===== src/rtl/serial_sub4.sv =====
`default_nettype none
// ============================================================================
//  Module   : serial_sub4
//  Purpose  : Bit-serial subtractor, d = a - b - bi, one bit per clock, LSB
//             first. It is the companion to the ripple-carry adder macro and
//             serves as a cross-check engine (s - b should give back a).
//             Operands enter through a start/ready handshake. The result is
//             held stable and is qualified by a one-cycle done pulse.
//  Revision : 1.0  initial release
// ----------------------------------------------------------------------------
//  Ports
//    clk    in   1      rising-edge clock
//    rst_n  in   1      asynchronous active-low reset
//    start  in   1      request, sampled only while ready=1
//    a      in   WIDTH  minuend, captured on the accepting edge
//    b      in   WIDTH  subtrahend, captured on the accepting edge
//    bi     in   1      borrow in, captured on the accepting edge
//    ready  out  1      idle, able to accept start
//    busy   out  1      serial operation in progress
//    done   out  1      one-cycle pulse when d/bo are updated
//    d      out  WIDTH  (a - b - bi) mod 2^WIDTH
//    bo     out  1      borrow out, set iff a < b + bi (unsigned)
// ============================================================================
module serial_sub4 #(
  parameter int WIDTH = 4
) (
  input  logic             clk,
  input  logic             rst_n,
  input  logic             start,
  input  logic [WIDTH-1:0] a,
  input  logic [WIDTH-1:0] b,
  input  logic             bi,
  output logic             ready,
  output logic             busy,
  output logic             done,
  output logic [WIDTH-1:0] d,
  output logic             bo
);

  localparam int CNT_W = (WIDTH > 1) ? $clog2(WIDTH) : 1;
  localparam logic [CNT_W-1:0] CNT_LAST = CNT_W'(WIDTH - 1);

  typedef enum logic [1:0] {
    S_IDLE  = 2'd0,
    S_SHIFT = 2'd1,
    S_DONE  = 2'd2
  } state_t;

  state_t           state_q;
  logic [WIDTH-1:0] ra_q;
  logic [WIDTH-1:0] rb_q;
  // Holds the first WIDTH-1 difference bits. The final bit is appended
  // directly when d is loaded, so no bit of this register is left unused.
  logic [WIDTH-2:0] res_q;
  logic [CNT_W-1:0] cnt_q;
  logic             borrow_q;
  logic [WIDTH-1:0] d_q;
  logic             bo_q;
  logic             ready_q;
  logic             busy_q;
  logic             done_q;

  logic             diff_bit;
  logic             borrow_d;
  logic [WIDTH-1:0] res_full;
  logic [WIDTH-2:0] res_d;

  // Full-subtractor cell operating on the current LSBs.
  assign diff_bit = ra_q[0] ^ rb_q[0] ^ borrow_q;
  assign borrow_d = (~ra_q[0] & rb_q[0]) | (~(ra_q[0] ^ rb_q[0]) & borrow_q);

  // The new bit enters at the MSB. Once WIDTH bits have been shifted in,
  // res_full holds the complete difference.
  assign res_full = {diff_bit, res_q};
  assign res_d    = res_full[WIDTH-1:1];

  always_ff @(posedge clk or negedge rst_n) begin
    if (!rst_n) begin
      state_q  <= S_IDLE;
      ra_q     <= '0;
      rb_q     <= '0;
      res_q    <= '0;
      cnt_q    <= '0;
      borrow_q <= 1'b0;
      d_q      <= '0;
      bo_q     <= 1'b0;
      ready_q  <= 1'b1;
      busy_q   <= 1'b0;
      done_q   <= 1'b0;
    end else begin
      case (state_q)
        S_IDLE: begin
          if (start) begin
            ra_q     <= a;
            rb_q     <= b;
            borrow_q <= bi;
            cnt_q    <= '0;
            state_q  <= S_SHIFT;
            ready_q  <= 1'b0;
            busy_q   <= 1'b1;
          end
        end

        S_SHIFT: begin
          ra_q     <= ra_q >> 1;
          rb_q     <= rb_q >> 1;
          borrow_q <= borrow_d;
          res_q    <= res_d;
          if (cnt_q == CNT_LAST) begin
            // Last bit: publish the whole word at once so that a partial
            // result never appears on d.
            d_q     <= res_full;
            bo_q    <= borrow_d;
            state_q <= S_DONE;
            busy_q  <= 1'b0;
            done_q  <= 1'b1;
          end else begin
            cnt_q <= cnt_q + CNT_W'(1);
          end
        end

        S_DONE: begin
          done_q  <= 1'b0;
          ready_q <= 1'b1;
          state_q <= S_IDLE;
        end

        default: begin
          state_q <= S_IDLE;
          ready_q <= 1'b1;
          busy_q  <= 1'b0;
          done_q  <= 1'b0;
        end
      endcase
    end
  end

  assign ready = ready_q;
  assign busy  = busy_q;
  assign done  = done_q;
  assign d     = d_q;
  assign bo    = bo_q;

endmodule
`default_nettype wire


===== config.mk =====
export PLATFORM = sky130hd
export DESIGN_NAME = serial_sub4
export DESIGN_NICKNAME = d
export VERILOG_FILES = /design/src/rtl/serial_sub4.sv
export SDC_FILE = /design/constraint.sdc
export NUM_CORES = 1
export LEC_CHECK = 0
export ABC_CLOCK_PERIOD_IN_PS = 1600
export CORE_UTILIZATION = 40
export CTS_BUF_LIST = sky130_fd_sc_hd__clkbuf_4
export DETAILED_ROUTE_END_ITERATION = 8
export GPL_ROUTABILITY_DRIVEN = 0
export MAX_ROUTING_LAYER = met4
export PLACE_DENSITY_LB_ADDON = 0.12
export SLEW_MARGIN = 20
export SYNTH_ARGS = -nofsm -noshare
export SYNTH_HDL_FRONTEND = slang
export SYNTH_SLANG_ARGS = --single-unit

===== constraint.sdc =====
create_clock -name clk -period 1.6 [get_ports clk]
set_input_delay 0.16 -clock clk [delete_from_list [all_inputs] [get_ports clk]]
set_output_delay 0.16 -clock clk [all_outputs]
set_load 0.05 [all_outputs]

Word-level counts from Yosys, hierarchy flattened
Index checks and enable logic that the tools add are counted.

Add/sub/neg operators: 1. Equality and inequality tests: 6. Mux-type cells: 19. Bitwise logic cells: 10. Reductions and logical operators: 9.

Operators with widths (number): $pmux W4 S2 (2); $reduce_and A2 Y1 (5); $mux W2 (4); $mux W4 (2); $pmux W2 S2 (2); $ne A2 B2 Y1 const B (3); $pmux W1 S2 (3); $reduce_and A3 Y1 (2); $mux W1 (5); $not A1 Y1 (5); $eq A2 B2 Y1 const B (2); $pmux W1 S3 (1); $add A2 B1 Y2 const B (1); $and A1 B1 Y1 (2); $eq A2 B1 Y1 const B (1); $logic_not A2 Y1 (1); $reduce_bool A2 Y1 (1); $xor A1 B1 Y1 (2); $or A1 B1 Y1 (1).

Register bits after elaboration: 24. Input port bits: 12. Word-level logic and storage cells: 56.

Depth between registers and ports, before layout
Depth in word-level cells: 5. Gate-level depth with buffers: 5.

Worst setup path after synthesis
No wires, ideal clock.

Path type: flip-flop to flip-flop. Start: reg cnt_q[0]. End: reg d_q[0] (netlist: d[0]). Library setup time: 0.125 ns. Arrival: 1.196 ns. Required time: 1.475 ns. Setup slack: 0.279 ns. Cell stages (with the launch flop): 5. Path buffers: 1. Clock period less this slack: 1.321 ns. Cells stage by stage: dfrtp_1 > ha_1 > buf_2 > nand3b_2 > mux2_2.

Longest elaborated chain between the ends: 2.

RTL lines: start, declared (RTL line 55) `logic [CNT_W-1:0] cnt_q;`; start signal, assigned (RTL line 118) `cnt_q <= cnt_q + CNT_W'(1);`; $eq A2 B2 Y1 (RTL line 109) `if (cnt_q == CNT_LAST) begin`; $reduce_and A2 Y1 (no source line); end signal, assigned (RTL line 112) `d_q <= res_full;`; end, declared (RTL line 57) `logic [WIDTH-1:0] d_q;`.

No other way between the ends. A chain may end at the register's enable or synchronous reset.

Worst setup path after layout
Start: reg cnt_q[0]. End: reg d_q[1] (netlist: d[1]).

The elaborated chain is that of the path after synthesis.

==> results.py <==
metrics = {
    "global_route": {
        "grt-ovfl-total": 0,
        "antenna_found_initial": 0,
        "track_usage_pct": 16.7,
        "grt_pass1_wl_um": 3210,
        "grt_pass1_vias": 673,
        "grt_max_degree": 25,
    },
    "synthesis": {
        "syn_nets": 106,
        "synth_most_common_cell": "dfrtp_1",
        "syn_inst": 92,
        "synth_commonest_cells": "23 x dfrtp_1, 9 x nand2_1, 7 x mux2_2, 7 x o21ai_0",
        "synth_top_area_share_pct": 54.6,
        "synth_area_leaders": "dfrtp_1 55%, mux2_2 7.5%, o221a_2 4.3%",
        "avgSynthCellArea_sq_um": 11.5,
        "async_reset_ff_share_pct": 100,
        "yosysWarnings": 0,
        "synth-seq-cells": 24,
        "yosys.area.top_type": "dfrtp_1",
        "syn_area_sq_um": 1050,
        "synth-seq-area-share_pct": 57.1,
        "synth_edf_count": 0,
        "synthFlopType": "dfrtp_1",
        "synth_cell_type_count": 26,
    },
    "timing": {
        "worst_hold_slack_ns": 0.192,
        "worst_slew_pin_slew_ns": 0.395,
        "fin_crit_sh_pct": 88.0,
        "max_freq_ghz": 0.710,
        "fin_tns_setup_ns": 0,
        "fin_skew_ns": 0.00431,
        "rsz0062_at_grt": "no",
        "finalMaxSlewViolations": 0,
        "setup_slack_ns": 0.192,
        "slew_headroom_pct": 73.7,
        "final_hold_viol_count": 0,
        "setup_viol": 0,
        "min_period_ns": 1.41,
    },
    "critical_path": {
        "worst_setup_path_end_kind": "flip-flop",
        "critPathMaxFanout": 7,
        "crit_type": "reg2reg",
        "rr_worst_depth": 3,
        "rrSetupSlack_ns": 0.19,
        "crit_required_ns": 1.81,
        "start_kind": "flip-flop",
        "worstReg2RegEnd": "d[1]$_DFFE_PN0P_",
        "worst_path_max_delay_cell": "dfrtp_1",
        "slowest_delay_ns": 0.44,
        "arrival_ns": 1.62,
        "timing.rr.start": "cnt_q[0]$_DFFE_PN0P_",
        "path_cells": "ha_1 -> nand3b_2 -> mux2_2",
    },
    "floorplanning": {
        "die_h_um": 53.3,
        "core-area_sq_um": 2480,
        "num_rows": 18,
        "start_util_pct": 42.5,
        "dieArea_sq_um": 2840,
        "top_level_ports": 20,
        "die_x_um": 53.3,
    },
    "placed_design": {
        "dp_hpwl_um": 1460,
        "place_inst": 139,
        "io_buffers": 19,
        "preCtsSetupSlack_ns": 0.174,
    },
    "detailed_routing": {
        "drtAntennaViolNets": 0,
        "avgRoutedWirePerCell_um": 13.6,
        "firstDrtPassIters": 4,
        "drt-total-wl_um": 1950,
        "via_count": 744,
        "vias_per_cell": 5.20,
        "drt-initial-drc-count": 22,
        "drc_errors": 0,
    },
    "pwr": {
        "ir_drop_mv": 1.53,
        "power.density_nw_per_um2": 2190,
        "p_leak_nw": 0.583,
    },
    "clocking": {
        "clk_path_buf_depth": 2,
        "clock-sinks": 24,
        "cts-root-buf": "clkbuf_4",
        "tritoncts": "built",
        "cts.reportedPaths.clkPinSlew_ns": 0.13,
        "cts_buffers": 3,
        "htree_levels": 1,
        "cts_resized": 0,
        "cts_setup_buffers": 0,
        "clk_latency_ns": 0.31,
        "ctsHoldBuffers": 0,
    },
    "min_path": {
        "hold_path.class": "in2async",
    },
    "finish": {
        "num_antenna_cells": 0,
        "final_cells": 143,
        "nNetsFinal": 128,
        "layout-drive-gt1-share_pct": 24.8,
        "finalCoreUtilization_pct": 52.7,
        "area_growth_pct": 24.0,
    },
    "status": {
        "status": "finished, final reports clean",
    },
    "run": {
        "maxCapViolations": 0,
    },
}
-- worst max-delay path: cells and delay by family, from the launching register on --
family	cells	cell delay, ns
simple gates	1	0.21
mux	1	0.36
fa+ha+maj	1	0.31
flops	1	0.44
-- cells in the final DEF, fill, tap and decap left out, types with 2 or more instances in the layout --
master and count:
nand3b_1 4, o21ai_0 7, dfrtp_1 23, nor2_1 6, inv_1 6, buf_4 10
nand2_1 9, o221a_2 4, clkbuf_4 3, o22ai_1 2, a21oi_1 6, clkdlybuf4s50_1 11
mux2_2 7
-- logic make-up (layout without fill, tap and decap cells) --
| logic type | count (synthesis) | in the layout | synth area share [%] |
|---|---|---|---|
| compound gates | 25 | 25 | 16.4 |
| fa+ha+maj | 2 | 2 | 3.09 |
| buf+inv | 10 | 31 | 4.28 |
| flops | 24 | 24 | 57.1 |
| mux | 7 | 7 | 7.48 |
| simple gates | 24 | 24 | 11.6 |
-- area by class of cell --
class / count / area (sq um)
fillers: 235 / 1170
flip-flops and latches: 24 / 602
multi-input cells: 58 / 407
repair buffers: 21 / 185
well taps: 30 / 37.5
clock inverters: 1 / 30.0
clock buffers: 3 / 22.5
inverters: 6 / 22.5
-- layer usage --
metal | global-route usage [%] | vias up | share of wire (%)
met5 | - | - | 0
met4 | 3.95 | 0 | 0.77
met3 | 6.03 | 2 | 3.3
met2 | 24.4 | 12 | 46
met1 | 21.9 | 365 | 49
li1 | - | 365 | -
-- how the worst max path moves through the flow --
stage	startpoint	cells after the start	slack, ns	to
floorplan	cnt_q[0]$_DFFE_PN0P_	4	0.28	d[0]$_DFFE_PN0P_
global placement	start	4	0.18	borrow_q$_DFFE_PN0P_
detailed placement	start	4	0.17	rb_q[1]$_DFFE_PN0P_
CTS	cnt_q[0]$_DFFE_PN0P_	3	0.18	d[2]$_DFFE_PN0P_
global route	cnt_q[0]$_DFFE_PN0P_	3	0.12	d[1]$_DFFE_PN0P_
finish	cnt_q[0]$_DFFE_PN0P_	3	0.19	d[1]$_DFFE_PN0P_
-- metrics by stage --
stage                     area, sq um  power [mW]
final                            1310        2.86
after global routing             1310        3.08
after CTS                        1310        2.89
after detailed placement         1250        2.46
after global placement           1250        2.42
after floorplan                  1050        2.09
-- state kept, by name, summed over array words and instances, names as in the netlist, 2 cells and up --
name,flops
res_q,3
state_q,2
rb_q,4
ra_q,4
d,4
cnt_q,2
-- where the power goes --
group	leakage, nW	switching (mW)	internal [mW]
clock	0.0279	0.174	0.253
sequential	0.283	0.222	0.901
combinational	0.272	0.748	0.563
(Power assumes the default switching activity.)
